--- src/rtl/oven_key_conditioner.sv ---
// oven_key_conditioner
//   Conditions the raw active-low UP/DOWN push buttons for the oven controller:
//   2-flop synchronizer, per-button debounce FSM, single-cycle press pulses and
//   optional hold-to-repeat. UP has priority: DOWN pulses are masked while UP is held.
//
// Build option:
//   OVEN_KEY_AUTO_REPEAT_EN  defined   -> hold-to-repeat pulses after REPEAT_DELAY,
//                                        then every REPEAT_PERIOD cycles
//                            undefined -> exactly one pulse per accepted press
//
// Ports:
//   clk         in   system clock (only clock)
//   rst         in   synchronous, active-high reset
//   UP, DOWN    in   raw buttons, active low, asynchronous
//   up_pulse    out  one-cycle pulse per accepted UP press/repeat
//   down_pulse  out  one-cycle pulse per accepted DOWN press/repeat (masked by UP)
//   up_held     out  debounced UP level (1 = pressed)
//   down_held   out  debounced DOWN level (1 = pressed)
module oven_key_conditioner #(
  parameter int unsigned DEBOUNCE_CYCLES = 500000,
  parameter int unsigned REPEAT_DELAY    = 25000000,
  parameter int unsigned REPEAT_PERIOD   = 6250000
) (
  input  logic clk,
  input  logic rst,
  input  logic UP,
  input  logic DOWN,
  output logic up_pulse,
  output logic down_pulse,
  output logic up_held,
  output logic down_held
);

  typedef enum logic [1:0] {
    IDLE       = 2'd0,
    DB_PRESS   = 2'd1,
    PRESSED    = 2'd2,
    DB_RELEASE = 2'd3
  } state_t;

  localparam int unsigned    DCW     = $clog2(DEBOUNCE_CYCLES);
  localparam logic [DCW-1:0] DC_LAST = DCW'(DEBOUNCE_CYCLES - 1);

`ifdef OVEN_KEY_AUTO_REPEAT_EN
  localparam int unsigned    RMAX    = (REPEAT_DELAY > REPEAT_PERIOD) ? REPEAT_DELAY : REPEAT_PERIOD;
  localparam int unsigned    RCW     = (RMAX > 1) ? $clog2(RMAX) : 1;
  localparam logic [RCW-1:0] RD_LAST = RCW'(REPEAT_DELAY - 1);
  localparam logic [RCW-1:0] RP_LAST = RCW'(REPEAT_PERIOD - 1);
`else
  // Repeat timing is compiled out; the parameters remain only so overrides still bind.
  if ((REPEAT_DELAY == 0) && (REPEAT_PERIOD == 0)) begin : g_repeat_unused
  end
`endif

  // Bit 0 = UP channel, bit 1 = DOWN channel.
  logic [1:0] r_sync1;
  logic [1:0] r_sync2;
  logic [1:0] w_press;
  logic [1:0] w_evt;
  logic [1:0] w_held;

  logic r_up_pulse;
  logic r_down_pulse;

  always_ff @(posedge clk) begin
    if (rst) begin
      r_sync1 <= '1;
      r_sync2 <= '1;
    end else begin
      r_sync1 <= {DOWN, UP};
      r_sync2 <= r_sync1;
    end
  end

  assign w_press = ~r_sync2;

  for (genvar ch = 0; ch < 2; ch++) begin : g_ch
    state_t         r_state;
    state_t         w_state_nxt;
    logic [DCW-1:0] r_dcnt;
    logic [DCW-1:0] w_dcnt_nxt;
    logic           r_held;
    logic           w_held_nxt;
    logic           w_evt_ch;
`ifdef OVEN_KEY_AUTO_REPEAT_EN
    logic [RCW-1:0] r_rcnt;
    logic [RCW-1:0] w_rcnt_nxt;
    logic           r_rep;      // 0: waiting for the first repeat, 1: periodic phase
    logic           w_rep_nxt;
`endif

    always_ff @(posedge clk) begin
      if (rst) begin
        r_state <= IDLE;
        r_dcnt  <= '0;
        r_held  <= 1'b0;
`ifdef OVEN_KEY_AUTO_REPEAT_EN
        r_rcnt  <= '0;
        r_rep   <= 1'b0;
`endif
      end else begin
        r_state <= w_state_nxt;
        r_dcnt  <= w_dcnt_nxt;
        r_held  <= w_held_nxt;
`ifdef OVEN_KEY_AUTO_REPEAT_EN
        r_rcnt  <= w_rcnt_nxt;
        r_rep   <= w_rep_nxt;
`endif
      end
    end

    always_comb begin
      w_state_nxt = r_state;
      w_dcnt_nxt  = r_dcnt;
      w_held_nxt  = r_held;
      w_evt_ch    = 1'b0;
`ifdef OVEN_KEY_AUTO_REPEAT_EN
      w_rcnt_nxt  = r_rcnt;
      w_rep_nxt   = r_rep;
`endif
      case (r_state)
        IDLE: begin
          if (w_press[ch]) begin
            w_state_nxt = DB_PRESS;
            w_dcnt_nxt  = '0;
          end
        end
        DB_PRESS: begin
          if (!w_press[ch]) begin
            w_state_nxt = IDLE;
          end else if (r_dcnt == DC_LAST) begin
            w_state_nxt = PRESSED;
            w_held_nxt  = 1'b1;
            w_evt_ch    = 1'b1;
`ifdef OVEN_KEY_AUTO_REPEAT_EN
            w_rcnt_nxt  = '0;
            w_rep_nxt   = 1'b0;
`endif
          end else begin
            w_dcnt_nxt = r_dcnt + 1'b1;
          end
        end
        PRESSED: begin
          if (!w_press[ch]) begin
            w_state_nxt = DB_RELEASE;
            w_dcnt_nxt  = '0;
          end
`ifdef OVEN_KEY_AUTO_REPEAT_EN
          else if (r_rcnt == (r_rep ? RP_LAST : RD_LAST)) begin
            w_evt_ch   = 1'b1;
            w_rcnt_nxt = '0;
            w_rep_nxt  = 1'b1;
          end else begin
            w_rcnt_nxt = r_rcnt + 1'b1;
          end
`endif
        end
        DB_RELEASE: begin
          // A bounce back to pressed resumes the hold; rcnt is left untouched.
          if (w_press[ch]) begin
            w_state_nxt = PRESSED;
          end else if (r_dcnt == DC_LAST) begin
            w_state_nxt = IDLE;
            w_held_nxt  = 1'b0;
          end else begin
            w_dcnt_nxt = r_dcnt + 1'b1;
          end
        end
        default: w_state_nxt = IDLE;
      endcase
    end

    assign w_evt[ch]  = w_evt_ch;
    assign w_held[ch] = r_held;
  end

  // DOWN is masked by the registered UP level and by a same-cycle UP event,
  // since both channels can accept on the same edge before up_held is set.
  always_ff @(posedge clk) begin
    if (rst) begin
      r_up_pulse   <= 1'b0;
      r_down_pulse <= 1'b0;
    end else begin
      r_up_pulse   <= w_evt[0];
      r_down_pulse <= w_evt[1] & ~w_evt[0] & ~w_held[0];
    end
  end

  assign up_pulse   = r_up_pulse;
  assign down_pulse = r_down_pulse;
  assign up_held    = w_held[0];
  assign down_held  = w_held[1];

endmodule
--- config.mk ---
export PLATFORM = sky130hd
export DESIGN_NAME = oven_key_conditioner
export DESIGN_NICKNAME = d
export VERILOG_FILES = /design/src/rtl/oven_key_conditioner.sv
export SDC_FILE = /design/constraint.sdc
export NUM_CORES = 1
export LEC_CHECK = 0
export BUFFER_PORTS_ARGS = -buffer_cell sky130_fd_sc_hd__buf_2
export CORE_MARGIN = 2
export CORE_UTILIZATION = 51
export DETAILED_ROUTE_END_ITERATION = 10
export PLACE_DENSITY_LB_ADDON = 0.08
export SLEW_MARGIN = 10
export SYNTH_ARGS = -nofsm -noshare
export SYNTH_HDL_FRONTEND = slang
export SYNTH_SLANG_ARGS = --single-unit
--- constraint.sdc ---
create_clock -name clk -period 2.99 [get_ports clk]
set_clock_uncertainty 0.2 [all_clocks]
set_input_delay 0.299 -clock clk [delete_from_list [all_inputs] [get_ports clk]]
set_output_delay 0.299 -clock clk [all_outputs]
set_load 0.05 [all_outputs]
==> impl_metrics.env, run 1 <==
export IMPL_run_status="finished clean"
export IMPL_final_worst_path_period_share_pct=81.8
export IMPL_clock_tree_root_cell="clkbuf_8"
export IMPL_drtPass1Iterations=4
export IMPL_seq_power_share_pct=57.4
export IMPL_syn_area_per_cell_um2=8.58
export IMPL_use_met3_pct=4.83
export IMPL_boundaryPins=8
export IMPL_start_util_pct=54.1
export IMPL_area_delta_synth_final_pct=8.28
export IMPL_syn_instance_count=280
export IMPL_reg2reg_from="g_ch[1].r_dcnt[0]"
export IMPL_crit_required_ps=2970
export IMPL_hp_class="input port to flip-flop"
export IMPL_share_clk_of_total_power_pct=39.2
export IMPL_cts_tree="done"
export IMPL_core_box_area_um2=4440
export IMPL_track_usage_pct=19.6
export IMPL_worstRegToRegCells=6
export IMPL_clk_transition_reported_paths_ps=80
export IMPL_synth_seq_area_share_pct=41.7
export IMPL_report_final_slew_viol_count=0
export IMPL_final_hold_viol_count=0
export IMPL_grtUsageMet1_pct=23.6
export IMPL_routabilityCongestion=0.812
export IMPL_switching_power_uw=240
export IMPL_cap_violations=0
export IMPL_grt_pass1_vias=1834
export IMPL_critPathCaptureType="flip-flop"
export IMPL_grt_antenna_before_repair=0
export IMPL_drt_first_iter_violations=92
export IMPL_synthesis_nets=286
export IMPL_die_area_um2=5280
export IMPL_final_setup_tns_ps=0
export IMPL_post_cts_resized=0
export IMPL_die_y_um=72.6
export IMPL_period_minus_slack_ps=2450
export IMPL_ys_types=48
export IMPL_max_vdd_ir_drop_mv=0.308
export IMPL_row_count=24
export IMPL_clk_path_buf_depth=2
export IMPL_timing_reg2reg_setup_slack_ps=540
export IMPL_synth_flop_cell="dfxtp_1"
export IMPL_timing_hold_worst_endpoint="g_ch[0].r_state[0]"
export IMPL_antenna_diode_count=0
export IMPL_grt_max_degree=28
export IMPL_reg2reg_to="g_ch[1].r_dcnt[10]"
export IMPL_power_per_cell_area_nw_per_um2=452
export IMPL_route_detailed_vias_per_inst=5.81
export IMPL_power_frac_comb_pct=3.4
export IMPL_postPlaceCellArea_um2=2470
export IMPL_placed_cells=330
export IMPL_rsz0062_at_grt="false"
export IMPL_via_count=1977
export IMPL_globalRouteMet2Util_pct=32.3
export IMPL_dp_final_hpwl_mm=3.34
export IMPL_cp_start_kind="flip-flop"
export IMPL_ys_seq_elements=50
export IMPL_layout_nets=293
export IMPL_portBuffers=7
export IMPL_stdcell_area_um2=2600
export IMPL_cts_buffers_inserted=5
export IMPL_min_path_cells=2
export IMPL_globalRoute_totalOverflow=0
export IMPL_stdcell_count=340
export IMPL_grt_busiest_layer="met2"
export IMPL_tritoncts_num_sinks=50
export IMPL_clk_insertion_delay_late_ps=300
export IMPL_power_internal_uw=935
export IMPL_routedWlPerCell_um=13.9
export IMPL_critPathKind="flip-flop to flip-flop"
export IMPL_synth_warning_count=0
export IMPL_fillCellCount=419
export IMPL_p_total_mw=1.17
export IMPL_worst_hold_slack_ps=213
export IMPL_remaining_drc_errors=0
export IMPL_hold_path_startpoint="rst"
export IMPL_final_layout_size_suffix_gt1_share_pct=12.2
export IMPL_cts_max_level=2
export IMPL_static_power_due_to_leakage_nw=0.872
export IMPL_grt_pass1_wl_mm=8.14
export IMPL_route_antenna_remaining_nets=0
export IMPL_synth_edf_count=0
export IMPL_dieWidth_um=72.6
export IMPL_critPathMaxFanout=15
export IMPL_cell_area_after_synthesis_um2=2400
export IMPL_worst_slew_pin_slew_ps=735
export IMPL_final_setup_fails=0
export IMPL_sw_frac_of_total_pct=20.5
export IMPL_clock_fmax_mhz=409
export IMPL_cp_data_arrival_time_ps=2430
export IMPL_routed_wl_mm=4.72
export IMPL_async_reset_ff_share_pct=0
export IMPL_headroom_to_the_max_slew_limit_pct=50.6
flip-flops by register name, indices dropped and copies added, names as in the netlist, named ones only:
register and flops:
g_ch.r_dcnt 38, g_ch.r_state 2, r_sync1 2, r_sync2 2
down_held 1, down_pulse 1, up_held 1, up_pulse 1
power by group through the flow:
stage               registers [mW]  clock network (mW)  logic [mW]
global placement             0.690                   0      0.0381
detailed placement           0.690                   0      0.0384
floorplan                    0.689                   0      0.0296
finish                       0.674               0.460      0.0401
global route                 0.675               0.506      0.0452
CTS                          0.674               0.479      0.0408
per-stage QoR:
| stage | util (%) | setup WS [ps] |
|---|---|---|
| floorplan | - | 751 |
| global placement | 55.7 | 618 |
| detailed placement | 55.7 | 545 |
| CTS | 58.5 | 544 |
| global route | 58.5 | 367 |
| finish | 58.5 | 543 |
layer usage:
metal,share of wire [%],vias up
li1,-,1021
met2,49,23
met4,2.1,0
met3,2.7,7
met5,0,-
met1,46,926
worst max-delay path: stages (launching register included):
cell	delay, ps
dfxtp_1	400
ha_1	220
nand4_1	240
or3_1	480
o21bai_2	510
o211a_1	240
nor2_1	40
kinds of logic (layout without fill, tap and decap cells):
group | Yosys count | in the layout | share of synthesized area, %
simple gates | 150 | 150 | 33.4
flops | 50 | 50 | 41.7
compound gates | 38 | 38 | 11.6
xor+xnor | 22 | 22 | 8.02
buf+inv | 13 | 21 | 2.08
mux | 5 | 5 | 2.19
fa+ha+maj | 2 | 2 | 1.04
final cells by class:
cell class	instances	area [um^2]	share of cell area [%]
Inverter	2	7.51	0.289
Clock buffer	7	76.3	2.93
Multi-Input combinational cell	217	1350	51.9
Tap cell	52	65.1	2.50
Sequential cell	50	1000	38.5
Clock inverter	1	30.0	1.15
Timing Repair Buffer	11	70.1	2.69
cells in the mapped netlist (2+ instances only):
cell,instances,area share (%)
dfxtp_1,50,42
nor2_1,43,6.7
nand2_1,22,3.4
xor2_1,18,6.6
nand3_1,17,3.5
or2_2,11,2.9
clkbuf_1,10,1.6
nand4_1,9,2.3
nor4_1,8,2.1
a21oi_1,7,1.5
nor3_1,7,1.5
nand3b_1,6,1.9
o21ai_0,6,1.3
a22oi_1,5,1.6
or3_1,4,1.0
or4_1,4,1.3
xnor2_1,4,1.5
a21boi_0,3,0.94
mux2i_1,3,1.3
nor4b_1,3,1.1
a211oi_1,2,0.62
a21o_1,2,0.62
a31oi_1,2,0.52
and2_1,2,0.52
and3_1,2,0.52
ha_1,2,1.0
inv_1,2,0.31
mux2_2,2,0.94
nor4bb_1,2,0.83
o211ai_1,2,0.62
o31ai_1,2,0.62
or4b_1,2,0.83
what timing repair did:
action,4_1_cts,5_1_grt
hold endpoints to repair,2,0
setup buffers,0,0
hold buffers,2,0
worst max-delay path by stage:
stage	from	to	slack, ps
global placement	g_ch[1].r_dcnt[0]	g_ch[1].r_dcnt[10]	620
finish	g_ch[1].r_dcnt[0]	g_ch[1].r_dcnt[10]	540
CTS	g_ch[1].r_dcnt[0]	g_ch[1].r_dcnt[10]	540
floorplan	g_ch[0].r_dcnt[4]	down_pulse	750
detailed placement	g_ch[1].r_dcnt[0]	g_ch[1].r_dcnt[10]	550
global route	g_ch[1].r_dcnt[0]	g_ch[1].r_dcnt[1]	370
cell usage in the layout, fill, tap and decap left out, drive strengths merged, types with 3 or more instances in the layout:
master / count
and2: 3
nand2: 22
nor4b: 3
dfxtp: 50
mux2i: 3
or4: 5
o21ai: 6
nand3b: 6
xor2: 18
or3: 6
nor3: 7
nor4: 8
nand4: 9
nand3: 17
buf: 9
a21boi: 3
nor2: 43
a21oi: 7
clkbuf: 7
a22oi: 5
o31ai: 3
or2: 11
xnor2: 4
(Power assumes the default switching activity.)
==> run 2, diff against run 1 <==
- ABC_AREA: not set -> 1
- clock period: 2.99 -> 2.3 ns (I/O delays scaled with it)
==> run 2 against run 1 <==
Against the previous run: highest routed layer unchanged; register-to-register slack worse by 430 ps; largest cell class unchanged; sequential share of layout area is 6.6 points lower; clock power increased by 17%; final cell count rose by 55%.
==> impl_metrics.env, run 2 <==
export IMPL_share_clk_of_total_power_pct=36.2
export IMPL_critPathMostFrequentCell="nor2_1"
export IMPL_drtPass1Iterations=4
export IMPL_routabilityCongestion=0.908
export IMPL_regArea_um2=1000
export IMPL_syn_instance_count=443
export IMPL_synth_xor_xnor_area_share_pct=3.18
export IMPL_report_final_slew_viol_count=0
export IMPL_final_setup_fails=0
export IMPL_multiInputGateArea_um2=1670
export IMPL_cp_start_kind="flip-flop"
export IMPL_timing_reg2reg_setup_slack_ps=110
export IMPL_synth_area_mux_share_pct=0
export IMPL_worst_path_buf_inv=0
export IMPL_hold_path_startpoint="rst"
export IMPL_critPathCaptureType="flip-flop"
export IMPL_headroom_to_the_max_slew_limit_pct=43.1
export IMPL_portBuffers=7
export IMPL_synth_compound_area_share_pct=7.66
export IMPL_cts_tree="done"
export IMPL_cpMaxStageDelayCell="o21ai_0"
export IMPL_synth_warning_count=0
export IMPL_grt_pass1_wl_mm=11.2
export IMPL_grt_pass1_vias=2368
export IMPL_grt_antenna_before_repair=0
export IMPL_min_path_cells=3
export IMPL_worstRegToRegCells=7
export IMPL_top_layer_used="met4"
export IMPL_adder_cell_share_of_the_synthesized_area_pct=0.847
export IMPL_boundaryPins=8
export IMPL_cap_violations=0
export IMPL_post_synth_and_or_nand_nor_area_fraction_pct=44.7
export IMPL_switching_power_uw=355
export IMPL_final_worst_path_period_share_pct=95.3
export IMPL_post_cts_resized=0
export IMPL_syn_area_per_cell_um2=6.67
export IMPL_dieWidth_um=80.1
export IMPL_cp_data_arrival_time_ps=2170
export IMPL_fillCellCount=570
export IMPL_synth_area_top_cells="dfxtp_1 34%, nand2_1 14%, nor2_1 10%"
export IMPL_final_layout_size_suffix_gt1_share_pct=14.3
export IMPL_cts_max_level=2
export IMPL_cell_area_after_synthesis_um2=2960
export IMPL_power_internal_mw=1.14
export IMPL_critPathMaxFanout=6
export IMPL_antenna_diode_count=0
export IMPL_crit_required_ps=2270
export IMPL_max_vdd_ir_drop_mv=0.256
export IMPL_detailroute_wirelength_met3_um=309
export IMPL_dp_final_hpwl_mm=4.85
export IMPL_synth_seq_area_share_pct=33.9
export IMPL_layout_nets=461
export IMPL_row_count=27
export IMPL_globalRoute_totalOverflow=0
export IMPL_mostFrequentLayoutCells="112 x nand2_1, 82 x nor2_1, 50 x dfxtp_1"
export IMPL_async_reset_ff_share_pct=0
export IMPL_post_cts_hold_buffer_count=2
export IMPL_detail_route_wirelength_met1_mm=3.57
export IMPL_die_y_um=80.1
export IMPL_final_hold_viol_count=0
export IMPL_critPathKind="flip-flop to flip-flop"
export IMPL_via_count=2689
export IMPL_hp_class="input port to flip-flop"
export IMPL_synthesis_nets=449
export IMPL_routed_wl_mm=6.56
export IMPL_power_per_cell_area_nw_per_um2=475
export IMPL_synth_most_common_cell="nand2_1"
export IMPL_worst_slew_pin_slew_ps=845
export IMPL_route_antenna_remaining_nets=0
export IMPL_route_detailed_vias_per_inst=5.09
export IMPL_rsz0062_at_grt="false"
export IMPL_grt_max_degree=27
export IMPL_final_common_cell="nand2_1"
export IMPL_timing_critical_path_cells="ha_1, nand3_1, nor2_1, nand3_2, nand2_2, o21ai_0, nor2_1"
export IMPL_ys_top_cells_by_count="112 x nand2_1, 82 x nor2_1, 50 x dfxtp_1, 43 x inv_1, 39 x nand3_1"
export IMPL_power_frac_comb_pct=4.9
export IMPL_clock_tree_root_cell="clkbuf_8"
export IMPL_registers_top_by_ff_count="g_ch.r_dcnt"
export IMPL_cts_buffers_inserted=5
export IMPL_die_area_um2=6420
export IMPL_clk_insertion_delay_late_ps=310
export IMPL_cts_setup_buffers=0
export IMPL_seq_power_share_pct=58.8
export IMPL_post_synth_top_area_fraction_pct=33.9
export IMPL_ys_seq_elements=50
export IMPL_worst_path_largest_cell_delay_ps=690
export IMPL_synthDominantAreaCellType="dfxtp_1"
export IMPL_synth_flop_cell="dfxtp_1"
export IMPL_track_usage_pct=22.2
export IMPL_drt_first_iter_violations=212
export IMPL_ys_types=34
export IMPL_largest_register_ffs=38
export IMPL_remaining_drc_errors=0
export IMPL_met2_wirelength_mm=2.63
export IMPL_tritoncts_num_sinks=50
export IMPL_combinational_family_with_the_most_area_after_synthesis="simple AND/OR/NAND/NOR gates"
export IMPL_reg2reg_to="g_ch[1].r_dcnt[18]"
export IMPL_core_box_area_um2=5540
export IMPL_area_delta_synth_final_pct=6.18
export IMPL_path_delay_family="compound AO/OA/AOI/OAI gates"
export IMPL_clk_path_buf_depth=2
export IMPL_p_total_mw=1.49
export IMPL_reg2reg_from="g_ch[1].r_dcnt[0]"
export IMPL_final_setup_tns_ps=0
export IMPL_synth_edf_count=0
export IMPL_run_status="finished clean"
export IMPL_start_util_pct=53.3
export IMPL_clock_fmax_mhz=456
export IMPL_static_power_due_to_leakage_nw=1.10
export IMPL_clk_transition_reported_paths_ps=90
export IMPL_sw_frac_of_total_pct=23.8
export IMPL_period_minus_slack_ps=2190
export IMPL_routedWlPerCell_um=12.4
==> run 2: cell count changes after synthesis, sizes merged, moves of 7 or more <==
cell,before,now
nand2,22,120
a21oi,7,19
inv,2,46
buf,1,8
xor2,18,7
nor2,43,94
clkbuf,10,3
nor4,8,0
nand3,17,41
==> run 2: worst max path at each step <==
stage | from | end | slack (ps) | cells after the start
detailed placement | g_ch[1].r_dcnt[0] | g_ch[1].r_dcnt[18] | 150 | 7
global placement | g_ch[1].r_dcnt[0] | g_ch[1].r_dcnt[15] | 220 | 7
floorplan | g_ch[0].r_dcnt[0] | g_ch[0].r_dcnt[14] | 530 | 12
CTS | g_ch[1].r_dcnt[0] | g_ch[1].r_dcnt[18] | 140 | 7
finish | g_ch[1].r_dcnt[0] | g_ch[1].r_dcnt[18] | 110 | 7
global route | g_ch[1].r_dcnt[0] | g_ch[1].r_dcnt[15] | 20 | 7
==> run 2: per-stage QoR <==
stage               setup slack [ps]  std cells  util, %  area [um^2]  hold slack [ps]
floorplan                        532        443        -         2960              134
global placement                 219        518     54.6         3030              193
detailed placement               153        518     54.6         3030              194
CTS                              136        528     56.6         3140             47.2
global route                    18.8        528     56.6         3140             71.9
finish                           108        528     56.6         3140             44.8
==> run 2: kinds of logic after synthesis <==
kind of cell,Yosys count
flops,50
xor+xnor,9
buf+inv,59
simple gates,289
fa+ha+maj,2
compound gates,34
==> run 2: worst min-delay path, cell delays in order <==
cell	delay, ps
buf_2	90
inv_1	80
o21a_1	110
==> run 2: area by class of cell <==
class                           count  share of cell area (%)
Clock buffer                        7                    2.75
Tap cell                           72                    2.87
Timing Repair Buffer               16                    3.43
Sequential cell                    50                    31.9
Multi-Input combinational cell    334                    53.1
Inverter                           48                    5.82
Clock inverter                      1                   0.159
==> run 2: routing by layer <==
metal  track usage (%)  vias up
met1              33.1     1197
met2              32.9       64
met4              5.08        0
li1                  -     1424
met5                 0        -
met3              4.04        4
==> run 2: power by group through the flow <==
stage	Sequential [mW]	Combinational (mW)	Clock [mW]
global route	0.878	0.0811	0.587
global placement	0.897	0.0709	0
detailed placement	0.897	0.0711	0
floorplan	0.896	0.0605	0
finish	0.877	0.0735	0.540
CTS	0.877	0.0739	0.553
==> run 3, diff against run 2 <==
- ABC_AREA: 1 -> not set
==> run 3 against run 2 <==
Against the previous run: maximum frequency is 3.3% lower; final cell count is 31% lower; count of clock-buffer cells in the layout is 1 lower; register-to-register slack worse by 70 ps; flip-flop and latch count stayed put; first-iteration DRC count is 46% lower; largest cell class unchanged; clock power is 2% lower; die area is 18% lower.
==> impl_metrics.env, run 3 (synthesis gave the netlist of run 1 again) <==
export IMPL_hp_class="input port to flip-flop"
export IMPL_routabilityCongestion=0.848
export IMPL_area_delta_synth_final_pct=14.9
export IMPL_clock_fmax_mhz=441
export IMPL_drtPass1Iterations=4
export IMPL_worst_path_buf_inv=0
export IMPL_grt_pass1_wl_mm=8.50
export IMPL_power_internal_mw=1.14
export IMPL_sw_frac_of_total_pct=22.4
export IMPL_drt_first_iter_violations=114
export IMPL_final_setup_tns_ps=0
export IMPL_die_y_um=72.6
export IMPL_rsz0062_at_grt="true"
export IMPL_row_count=24
export IMPL_grt_pass1_vias=1961
export IMPL_clk_insertion_delay_late_ps=300
export IMPL_routedWlPerCell_um=13.6
export IMPL_cp_data_arrival_time_ps=2250
export IMPL_die_area_um2=5280
export IMPL_switching_power_uw=328
export IMPL_fin_ws_ps=34.1
export IMPL_power_per_cell_area_nw_per_um2=532
export IMPL_boundaryPins=8
export IMPL_fillCellCount=395
export IMPL_layout_nets=315
export IMPL_stdcell_count=362
export IMPL_registers_top_by_ff_count="g_ch.r_dcnt"
export IMPL_share_clk_of_total_power_pct=36.1
export IMPL_static_power_due_to_leakage_nw=0.974
export IMPL_routed_wl_mm=4.92
export IMPL_cpMaxStageDelayCell="or4_1"
export IMPL_cp_start_kind="flip-flop"
export IMPL_critPathMaxFanout=3
export IMPL_route_detailed_vias_per_inst=5.68
export IMPL_clock_tree_root_cell="clkbuf_8"
export IMPL_placed_cells=351
export IMPL_portBuffers=7
export IMPL_cts_tree="done"
export IMPL_final_setup_fails=0
export IMPL_clk_transition_reported_paths_ps=90
export IMPL_tritoncts_num_sinks=50
export IMPL_final_layout_size_suffix_gt1_share_pct=19.4
export IMPL_critPathKind="flip-flop to flip-flop"
export IMPL_via_count=2057
export IMPL_seq_power_share_pct=59.6
export IMPL_globalRoute_totalOverflow=0
export IMPL_crit_required_ps=2290
export IMPL_period_minus_slack_ps=2270
export IMPL_dp_final_hpwl_mm=3.53
export IMPL_critPathCaptureType="flip-flop"
export IMPL_headroom_to_the_max_slew_limit_pct=72.7
export IMPL_power_frac_comb_pct=4.3
export IMPL_path_delay_family="simple AND/OR/NAND/NOR gates"
export IMPL_run_status="finished clean"
export IMPL_largest_register_ffs=38
export IMPL_track_usage_pct=20.3
export IMPL_mostFrequentLayoutCells="50 x dfxtp_1, 43 x nor2_1, 24 x buf_4"
export IMPL_timing_critical_path_cells="nand3b_1, or4_1, or4_4, or3_4, nor4b_1"
export IMPL_final_common_cell="dfxtp_1"
export IMPL_worst_slew_pin_slew_ps=409
export IMPL_clk_path_buf_depth=2
export IMPL_regArea_um2=1000
export IMPL_max_vdd_ir_drop_mv=0.301
export IMPL_cts_max_level=2
export IMPL_dieWidth_um=72.6
export IMPL_cts_buffers_inserted=5
export IMPL_antenna_diode_count=0
export IMPL_remaining_drc_errors=0
export IMPL_final_worst_path_period_share_pct=98.5
export IMPL_final_hold_viol_count=0
export IMPL_grt_max_degree=21
export IMPL_worst_path_largest_cell_delay_ps=510
export IMPL_grt_antenna_before_repair=0
export IMPL_route_antenna_remaining_nets=0
export IMPL_cap_violations=0
export IMPL_core_box_area_um2=4440
export IMPL_multiInputGateArea_um2=1360
export IMPL_fin_util_pct=62.1
export IMPL_pre_cts_ws_ps=34.6
export IMPL_start_util_pct=54.1
export IMPL_report_final_slew_viol_count=0
export IMPL_p_total_mw=1.47
[run 3: worst paths after layout]
check | slack (ps) | from | cells after the start | end
max reg2reg | 30 | g_ch[0].r_dcnt[5] | 5 | down_pulse
max | 30 | g_ch[0].r_dcnt[5] | 5 | down_pulse
min reg2reg | 210 | r_sync1[1] | 1 | r_sync2[1]
min | 90 | rst | 2 | flip-flop
[run 3: area by class of cell]
cell class              count  area share, %
clock buffers               6           2.99
clock inverters             2          0.453
inverters                   2          0.272
multi-input cells         217           49.2
flip-flops and latches     50           36.2
well taps                  52           2.36
repair buffers             33           8.52
[run 3: per-stage QoR]
stage | hold WS, ps | area (um^2)
after floorplan | 134 | 2400
after global placement | 191 | 2630
after detailed placement | 194 | 2630
after CTS | 84.9 | 2750
after global routing | 118 | 2760
final | 87.7 | 2760
[run 3: metal layers]
layer | vias up | GRT usage, % | routed length, um
met2 | 17 | 34.2 | 2450
met4 | 0 | 8.44 | 76
li1 | 1063 | - | -
met5 | - | 0 | 0
met3 | 9 | 4.42 | 103
met1 | 968 | 25.1 | 2290
[run 3: power groups by stage]
stage | Combinational (mW) | Sequential (mW) | Clock (mW)
2_1_floorplan | 0.0385 | 0.896 | 0
6_report | 0.0630 | 0.875 | 0.529
5_1_grt | 0.0703 | 0.876 | 0.579
4_1_cts | 0.0633 | 0.875 | 0.551
3_3_place_gp | 0.0601 | 0.896 | 0
3_5_place_dp | 0.0604 | 0.896 | 0
[run 3: what timing repair did]
item / 4_1_cts / 5_1_grt
resized for setup: 0 / 1
hold buffers: 2 / 0
endpoints found under the hold margin: 2 / 0
buffers inserted: 0 / 1
endpoints found under the setup margin: 0 / 2
